## config.mk

```make
export PLATFORM = sky130hd
export DESIGN_NAME = pipe_stage_reg
export DESIGN_NICKNAME = d
export VERILOG_FILES = /design/src/rtl/pipe_stage_reg.sv
export SDC_FILE = /design/constraint.sdc
export NUM_CORES = 1
export LEC_CHECK = 0
export CORE_MARGIN = 10
export CORE_UTILIZATION = 43
export DETAILED_ROUTE_END_ITERATION = 12
export GPL_TIMING_DRIVEN = 0
export PLACE_DENSITY_LB_ADDON = 0.05
export SYNTH_ARGS = -nofsm -noshare
export SYNTH_HDL_FRONTEND = slang
export SYNTH_SLANG_ARGS = --single-unit
```

## constraint.sdc

```tcl
create_clock -name clock -period 5.4 [get_ports clock]
set_input_delay 1.08 -clock clock [delete_from_list [all_inputs] [get_ports clock]]
set_output_delay 1.08 -clock clock [all_outputs]
set_load 0.05 [all_outputs]
```

## src/rtl/pipe_stage_reg.sv

```systemverilog
// Two-entry elastic pipeline register (output + skid) with flush, bubble-zeroed
// control fields and a saturating back-pressure counter.
module pipe_stage_reg #(
  parameter int unsigned DATA_W = 32,
  parameter int unsigned RW_W   = 5,
  parameter int unsigned M_W    = 2,
  parameter int unsigned WB_W   = 2,
  parameter int unsigned CNT_W  = 16
) (
  input  logic              clock,
  input  logic              reset_n,
  input  logic              flush,
  input  logic              in_valid,
  output logic              in_ready,
  input  logic [M_W-1:0]    M_control_in,
  input  logic [WB_W-1:0]   WB_control_in,
  input  logic [DATA_W-1:0] ALU_out_in,
  input  logic [DATA_W-1:0] data_write_in,
  input  logic [RW_W-1:0]   rw_in,
  output logic              out_valid,
  input  logic              out_ready,
  output logic [M_W-1:0]    M_control_out,
  output logic [WB_W-1:0]   WB_control_out,
  output logic [DATA_W-1:0] ALU_out_out,
  output logic [DATA_W-1:0] data_write_out,
  output logic [RW_W-1:0]   rw_out,
  output logic [CNT_W-1:0]  stall_count
);

  localparam int unsigned P_W = M_W + WB_W + 2 * DATA_W + RW_W;

  typedef enum logic [1:0] {EMPTY, ONE, FULL} state_t;

  state_t           state_q, state_d;
  logic             ready_q;
  logic             accept, emit;
  logic             load_out, load_skid, out_from_skid;
  logic [P_W-1:0]   in_pay, out_pay, skid_pay;
  logic [M_W-1:0]   m_held;
  logic [WB_W-1:0]  wb_held;

  assign in_pay = {M_control_in, WB_control_in, ALU_out_in, data_write_in, rw_in};

  always_comb begin
    out_valid = (state_q != EMPTY);
    in_ready  = ready_q;
    accept    = in_valid & ready_q;
    emit      = out_valid & out_ready;
  end

  always_comb begin
    state_d       = state_q;
    load_out      = 1'b0;
    load_skid     = 1'b0;
    out_from_skid = 1'b0;
    if (flush) begin
      state_d = EMPTY;
    end else begin
      unique case (state_q)
        EMPTY: if (accept) begin
          state_d  = ONE;
          load_out = 1'b1;
        end
        ONE: begin
          if (accept && emit) begin
            load_out = 1'b1;
          end else if (accept) begin
            state_d   = FULL;
            load_skid = 1'b1;
          end else if (emit) begin
            state_d = EMPTY;
          end
        end
        FULL: if (emit) begin
          state_d       = ONE;
          load_out      = 1'b1;
          out_from_skid = 1'b1;
        end
        default: state_d = EMPTY;
      endcase
    end
  end

  // in_ready is registered from next-state so out_ready never reaches it combinationally
  always_ff @(posedge clock or negedge reset_n) begin
    if (!reset_n) begin
      state_q <= EMPTY;
      ready_q <= 1'b0;
    end else begin
      state_q <= state_d;
      ready_q <= (state_d != FULL);
    end
  end

  always_ff @(posedge clock or negedge reset_n) begin
    if (!reset_n) begin
      out_pay  <= '0;
      skid_pay <= '0;
    end else begin
      if (load_out)  out_pay  <= out_from_skid ? skid_pay : in_pay;
      if (load_skid) skid_pay <= in_pay;
    end
  end

  always_ff @(posedge clock or negedge reset_n) begin
    if (!reset_n) begin
      stall_count <= '0;
    end else if (out_valid && !out_ready && (stall_count != '1)) begin
      stall_count <= stall_count + CNT_W'(1);
    end
  end

  always_comb begin
    {m_held, wb_held, ALU_out_out, data_write_out, rw_out} = out_pay;
    M_control_out  = out_valid ? m_held  : '0;
    WB_control_out = out_valid ? wb_held : '0;
  end

endmodule

```

After elaboration in Yosys (flattened, before gate mapping)
Cells that the tools add are included.
{ "totals": {"elab_cells": 38, "inputBits": 78, "out_inout_bits": 91, "ff_bits": 165} }
{ "classes": {"muxes": 20, "reduce_logical": 6, "add_sub_neg": 1, "bitwise_logic": 2, "eq_ne": 4} }
{ "ops": {"columns": ["op", "n"], "rows": [
  ["73-bit two-way mux", 1],
  ["16-bit by 1-bit adder with 16-bit output (second input constant)", 1],
  ["2-bit two-way mux", 8],
  ["16-bit inequality test (second input constant)", 1],
  ["1-bit two-way mux", 9],
  ["2-bit case mux with 3 select lines", 1],
  ["1-bit logical AND", 3],
  ["1-bit case mux with 3 select lines", 1],
  ["1-bit bitwise AND", 2],
  ["2-bit by 1-bit equality test with 1-bit output (second input constant)", 1],
  ["2-bit equality test (second input constant)", 1],
  ["2-bit zero test", 1],
  ["2-bit inequality test (second input constant)", 1],
  ["2-bit nonzero test", 1],
  ["1-bit zero test", 1]
]} }

Longest topological paths before layout
Gate-level depths: netlist of the first run.
{ "depth": {"ltp_word": 8, "mapped_depth": 7, "ltp_nobuf": 5} }

Worst setup path before layout of the first run
Ideal clock, no wire load.
{ "synth_path": {"path_kind": "input-to-reg", "startpoint": "in flush", "endpoint": "reg out_pay[0]", "required_time_ps": 5275, "arrival_ps": 2325, "cell_stages": 6, "setup_slack_ps": 2950, "setup_ps": 125, "n_path_buf": 2, "path_cell_list": "nand2b_1 > nor3b_1 > buf_4 > buf_6 > mux2_2 > mux2_2"} }
{ "synth_between": {"elab_chain_len": 2, "word_cells_on_any_way": 3, "cone_classes": "mux: 3"} }
{ "synth_rtl": {"columns": ["item", "line", "rtl"], "rows": [
  ["start: declaration", "12", "input logic flush,"],
  ["1-bit two-way mux", "56", "if (flush) begin"],
  ["73-bit two-way mux", "100", "if (load_out) out_pay <= out_from_skid ? skid_pay : in_pay;"],
  ["end signal: assignment", "100", null],
  ["end: declaration", "38", "logic [P_W-1:0] in_pay, out_pay, skid_pay;"]
]} }
Several ways; a longest one is shown, not always the timed one.
A chain may end at the register's enable or synchronous reset.

Final worst setup path of the first run
{ "layout_path": {"startpoint": "reg state_q[1]", "endpoint": "out WB_control_out[0]"} }
{ "layout_between": {"elab_chain_len": 2} }
{ "layout_rtl": {"columns": ["item", "line", "rtl"], "rows": [
  ["start: declaration", "34", "state_t state_q, state_d;"],
  ["start signal: assignment", "90", "state_q <= state_d;"],
  ["2-bit nonzero test", "45", "out_valid = (state_q != EMPTY);"],
  ["2-bit two-way mux", "116", "WB_control_out = out_valid ? wb_held : '0;"],
  ["end: declaration", "23", "output logic [WB_W-1:0] WB_control_out,"]
]} }
No other way between the ends.

==> flow_metrics.py, run 1 <==
metrics = {
    "global_routing": {
        "antenna_found_initial": 0,
        "grt_pass1_wl_mm": 28.0,
        "grt-ovfl-total": 0,
        "track_usage_pct": 14.6,
        "grt_max_degree": 95,
        "first_global_vias": 5280,
    },
    "logic_synthesis": {
        "ys_seq_area_share_pct": 52.4,
        "ys.warnings.count": 0,
        "syn_area_um2": 7880,
        "synth_area_leaders": "dfrtp_1 52%, mux2_2 31%, buf_4 7.2%, xor2_1 1.4%, buf_6 1.0%",
        "syn-num-nets": 637,
        "yosysTopAreaCell": "dfrtp_1",
        "synth_top_area_share_pct": 52.4,
        "postSynthCellCount": 558,
        "ys_types": 37,
        "ys_ff_latch": 165,
        "syn_avg_cell_area_um2": 14.1,
    },
    "finish": {
        "final_layout_size_suffix_gt1_share_pct": 46.9,
        "design_area_um2": 10500,
        "fin_util_pct": 58.0,
        "design.final.nets": 825,
        "area_delta_synth_final_pct": 32.8,
        "n_antenna_cell": 0,
    },
    "clocking": {
        "cts_resized": 0,
        "cts_buffers": 17,
        "post_cts_buffers": 0,
        "cts-root-buf": "clkbuf_16",
        "h-tree-depth": 4,
        "cts.sinks": 165,
        "clk_latency_ns": 0.42,
        "clk_pin_slew_worst_paths_ns": 0.07,
        "cts_buffer_depth": 2,
        "ctsHoldBuffers": 0,
        "cts_tree": "yes",
    },
    "worst_setup_path": {
        "critPathKind": "register to output port",
        "worst_ep_required_time_ns": 4.32,
        "cpLargestDelayFamily": "buffers and inverters",
        "cp-start-kind": "register",
        "path_cells": "buf_2 -> nor2_1 -> nor2b_1 -> clkdlybuf4s50_1",
        "crit_path_max_fanout": 9,
        "arrival_ns": 2.17,
        "cp-end-kind": "output port",
        "max_stage_delay_ns": 0.73,
        "crit_buf_inv": 2,
        "crit_path_top_delay_cell": "clkdlybuf4s50_1",
        "rrSetupSlack_ns": 3.40,
    },
    "sta": {
        "fin_crit_sh_pct": 60.2,
        "slew_violations": 0,
        "final-setup-viol-count": 0,
        "rsz0062_at_grt": "false",
        "slew_headroom_pct": 61.4,
        "whs_ns": 0.500,
        "worstMarginPinSlew_ns": 0.580,
        "fmax_mhz": 307,
        "finClkSkew_ns": 0.00812,
        "period_needed_ns": 3.25,
        "hold_viol_final": 0,
    },
    "detailed_routing": {
        "routed-via-count": 4771,
        "drtIter0Drc": 141,
        "post_drt_wl_per_cell_um": 17.5,
        "wl_mm": 17.3,
        "ant_nets": 0,
        "dr.pass1.iters": 4,
        "route.detailed.drc": 0,
        "routed_via_density": 4.83,
    },
    "status": {
        "status": "complete, no violations",
    },
    "floorplan": {
        "die-area_um2": 24100,
        "start_util_pct": 43.7,
        "ios": 169,
        "die_w_um": 155,
        "die_h_um": 155,
        "num_rows": 49,
        "core_area_um2": 18000,
    },
    "pwr": {
        "p_leak_nw": 4.55,
        "switchingPower_w": 0.00144,
        "clock_power_share_pct": 27.3,
        "power.internal_w": 0.00288,
        "switching_share_pct": 33.2,
        "seqPwrFrac_pct": 39.5,
        "ir_worst_vdd_mv": 0.305,
        "power_frac_comb_pct": 33.1,
        "pwr_density_cell_nw_per_um2": 413,
    },
    "placement": {
        "hpwl_mm": 12.5,
        "numPortBuffers": 168,
        "place_congestion": 0.811,
        "place_area_um2": 9880,
    },
    "hold_path": {
        "hold_path_class": "register to register",
    },
    "flow_run": {
        "drv_cap": 0,
    },
}
cell families (layout without fill, tap and decap cells):
| kind of cell | after synthesis | in the layout | synth area share (%) |
|---|---|---|---|
| AND/OR/NAND/NOR | 55 | 55 | 4.64 |
| buffers and inverters | 97 | 298 | 9.10 |
| multiplexers | 221 | 221 | 31.6 |
| AO/OA/AOI/OAI | 5 | 5 | 0.540 |
| flip-flops | 165 | 165 | 52.4 |
| XOR/XNOR | 14 | 14 | 1.56 |
| adder cells (fa/ha/maj) | 1 | 1 | 0.159 |
through the flow:
| stage | worst slack [ns] | instances | TNS (ns) | total power (W) |
|---|---|---|---|---|
| 2_1_floorplan | 2.95 | 558 | 0 | 0.00270 |
| 3_3_place_gp | -3.36 | 955 | -552.73 | 0.00313 |
| 3_5_place_dp | 2.19 | 956 | 0 | 0.00318 |
| 4_1_cts | 2.11 | 988 | 0 | 0.00439 |
| 5_1_grt | 2.03 | 988 | 0 | 0.00454 |
| 6_report | 2.15 | 988 | 0 | 0.00432 |
Yosys cell counts (all sizes together):
library cell,n
xor2,13
and3,4
nor4,4
nor4b,3
buf,95
nand2b,1
or4b,1
and2b,1
dfrtp,165
o21a,1
o21bai,2
and4,2
mux2i,1
nor3b,3
nor2,9
o22a,1
mux2,220
ha,1
xnor2,1
nor4bb,1
and3b,1
a2111o,1
nand3,5
nand2,7
nor3,6
nand4,3
nor2b,4
inv,2
sequential cells by signal, summed over array words and instances, names as in the netlist:
| name | count |
|---|---|
| out_pay | 73 |
| skid_pay | 73 |
| stall_count | 16 |
| state_q | 2 |
| in_ready | 1 |
worst paths after layout:
kind,endpoint,startpoint,cells after the start
worst max-delay path,WB_control_out[0],state_q[1],4
worst min-delay path,out_pay[72],out_pay[72],1
worst max register to register,out_pay[48],state_q[1],7
worst min register to register,out_pay[72],out_pay[72],1
max in group asynchronous,out_pay[58],reset_n,2
min in group asynchronous,out_pay[17],reset_n,1
layout make-up:
type                    instances  area [um2]
clock inverters                14         143
multi-input cells             296        3030
fillers                      1442        7560
clock buffers                  18         439
plain buffers                  95         709
repair buffers                169        1710
flip-flops and latches        165        4130
well taps                     229         287
inverters                       2        7.51
power groups by stage:
stage               clock [W]  combinational, W  sequential [W]
floorplan                   0          0.000954         0.00174
global placement            0           0.00142         0.00171
detailed placement          0           0.00145         0.00173
CTS                   0.00123           0.00145         0.00171
global route          0.00128           0.00151         0.00175
finish                0.00118           0.00143         0.00171
cells in the final DEF, fill, tap and decap left out, drive strengths merged:
master | Yosys | final
nor4bb | 1 | 1
o21a | 1 | 1
xnor2 | 1 | 1
nor4 | 4 | 4
buf | 95 | 97
a2111o | 1 | 1
bufinv | 0 | 1
o21bai | 2 | 2
nand4 | 3 | 3
nor2 | 9 | 9
nor4b | 3 | 3
clkdlybuf4s50 | 0 | 167
inv | 2 | 9
nand2b | 1 | 1
mux2 | 220 | 220
and3b | 1 | 1
mux2i | 1 | 1
nor2b | 4 | 4
clkinvlp | 0 | 2
and3 | 4 | 4
o22a | 1 | 1
and2b | 1 | 1
or4b | 1 | 1
dfrtp | 165 | 165
clkinv | 0 | 4
and4 | 2 | 2
nor3b | 3 | 3
nand3 | 5 | 5
ha | 1 | 1
clkbuf | 0 | 18
nand2 | 7 | 7
nor3 | 6 | 6
xor2 | 13 | 13
per-layer routing:
layer  part of all wire [%]  wire [um]  vias to the layer above  track usage [%]
li1                       -          -                     2280                -
met3                    7.6       1320                       18             5.49
met2                     48       8230                      122             23.4
met4                    1.2        206                        0             4.95
met5                      0          0                        -                0
met1                     44       7530                     2351             17.6
No activity file was read; power rests on OpenSTA's default activity.
==> run 2, diff against run 1 <==
==> constraint.sdc (replaced) <==
create_clock -name clock -period 2.7 [get_ports clock]
set_input_delay 0.54 -clock clock [delete_from_list [all_inputs] [get_ports clock]]
set_output_delay 0.54 -clock clock [all_outputs]
set_load 0.05 [all_outputs]
==> run 2 against run 1 <==
  * Via count fell by 0.10%
  * Non-clock buffer count unchanged
  * Register-to-register slack got worse by 2.7 ns
  * Clock power rose by 100%
  * Critical path type unchanged
  * Critical path depth unchanged
  * Highest routed layer unchanged
==> flow_metrics.py, run 2 (synthesis results as in run 1) <==
metrics = {
    "status": {
        "status": "complete, no violations",
    },
    "sta": {
        "slew_violations": 0,
        "worstMarginPinSlew_ns": 0.579,
        "finClkSkew_ns": 0.00812,
        "period_needed_ns": 2.39,
        "final-setup-viol-count": 0,
        "fin_crit_sh_pct": 88.5,
        "rsz0062_at_grt": "false",
        "setup_slack_ns": 0.310,
        "hold_viol_final": 0,
        "slew_headroom_pct": 61.4,
        "fmax_mhz": 418,
    },
    "floorplan": {
        "num_rows": 49,
        "ios": 169,
        "die-area_um2": 24100,
        "core_area_um2": 18000,
        "start_util_pct": 43.7,
        "die_h_um": 155,
        "die_w_um": 155,
    },
    "finish": {
        "area_delta_synth_final_pct": 32.7,
        "multi_input_area_um2": 3030,
        "final_cell_mix": "219 x mux2_2, 165 x dfrtp_1, 162 x clkdlybuf4s50_1",
        "final_common_cell": "mux2_2",
        "fill_cells": 1444,
        "n_antenna_cell": 0,
        "seqCellArea_um2": 4130,
        "stdcell_count": 988,
        "design.final.nets": 825,
        "top_regs": "out_pay (73), skid_pay (73), stall_count (16)",
        "final_layout_size_suffix_gt1_share_pct": 46.9,
        "design_area_um2": 10500,
        "fin_util_pct": 58.0,
    },
    "pwr": {
        "p_total_w": 0.00863,
        "switchingPower_w": 0.00287,
        "pwr_density_cell_nw_per_um2": 825,
        "power.internal_w": 0.00576,
        "p_leak_nw": 4.57,
        "ir_worst_vdd_mv": 0.610,
        "power_frac_comb_pct": 33.1,
        "switching_share_pct": 33.3,
        "seqPwrFrac_pct": 39.5,
        "clock_power_share_pct": 27.4,
    },
    "clocking": {
        "ctsHoldBuffers": 0,
        "cts_tree": "yes",
        "clk_pin_slew_worst_paths_ns": 0.07,
        "cts-root-buf": "clkbuf_16",
        "h-tree-depth": 4,
        "clk_latency_ns": 0.42,
        "cts_buffers": 17,
        "cts.sinks": 165,
        "cts_buffer_depth": 2,
    },
    "placement": {
        "place_area_um2": 9880,
        "numPortBuffers": 168,
        "hpwl_mm": 12.5,
        "dp.cells": 956,
        "pre_cts_ws_ns": 0.0335,
        "place_congestion": 0.811,
    },
    "worst_setup_path": {
        "arrival_ns": 1.85,
        "path_cells": "buf_2 -> nor2_1 -> nor2b_1 -> dlygate4sd2_1",
        "cp-start-kind": "register",
        "critPathKind": "register to output port",
        "cpLargestDelayFamily": "buffers and inverters",
        "max_stage_delay_ns": 0.45,
        "crit_buf_inv": 2,
        "worst_ep_required_time_ns": 2.16,
        "crit_path_max_fanout": 9,
        "r2r_cells": 7,
        "path_depth": 4,
        "cp-end-kind": "output port",
        "crit_path_top_delay_cell": "dlygate4sd2_1",
    },
    "detailed_routing": {
        "wl_mm": 17.3,
        "drtIter0Drc": 141,
        "routed-via-count": 4766,
        "route.detailed.drc": 0,
        "post_drt_wl_per_cell_um": 17.5,
        "dr.pass1.iters": 4,
        "ant_nets": 0,
        "routed_via_density": 4.82,
    },
    "global_routing": {
        "track_usage_pct": 14.6,
        "grt-ovfl-total": 0,
        "first_global_vias": 5280,
        "grt_max_degree": 95,
        "antenna_found_initial": 0,
        "grt_pass1_wl_mm": 28.0,
    },
    "hold_path": {
        "hold_path_class": "input port to asynchronous set/reset pin",
    },
    "flow_run": {
        "drv_cap": 0,
    },
}
run 2: what timing repair did:
action                                 CTS  global route
resized for setup                        4             1
buffers inserted                         0             0
setup endpoints to repair                4             1
endpoints found under the hold margin    0             0
run 2: final timing paths:
| check | slack (ns) | startpoint | to |
|---|---|---|---|
| worst max register to register | 0.70 | state_q[1] | out_pay[48] |
| min in group clock | 0.50 | out_pay[72] | out_pay[72] |
| worst max-delay path | 0.31 | state_q[1] | WB_control_out[0] |
| max in group asynchronous | 1.78 | reset_n | out_pay[58] |
| worst min register to register | 0.50 | out_pay[72] | out_pay[72] |
| worst min-delay path | 0.07 | reset_n | out_pay[17] |
run 2: layer usage:
layer | global-route usage [%] | vias up | wire [um]
li1 | - | 2280 | -
met4 | 4.95 | 0 | 206
met5 | 0 | - | 0
met2 | 23.4 | 122 | 8220
met3 | 5.49 | 18 | 1320
met1 | 17.6 | 2346 | 7530
run 2: final cells by class:
type | count | share of cell area, %
Buffer | 95 | 6.78
Clock buffer | 18 | 4.20
Clock inverter | 14 | 1.36
Inverter | 2 | 0.0718
Multi-Input combinational cell | 296 | 29.0
Sequential cell | 165 | 39.5
Tap cell | 229 | 2.74
Timing Repair Buffer | 169 | 16.4
run 2: per-stage QoR:
stage	setup TNS (ns)	hold WS, ns
after global routing	0	0.105
after CTS	0	0.0831
final	0	0.0700
after global placement	-909.13	0.483
after detailed placement	0	0.485
after floorplan	0	0.244
run 2: power by group through the flow:
stage          combinational [W]  clock, W  sequential, W
5_1_grt                  0.00302   0.00256        0.00350
6_report                 0.00286   0.00236        0.00341
3_5_place_dp             0.00290         0        0.00345
4_1_cts                  0.00290   0.00245        0.00341
3_3_place_gp             0.00285         0        0.00341
2_1_floorplan            0.00191         0        0.00349
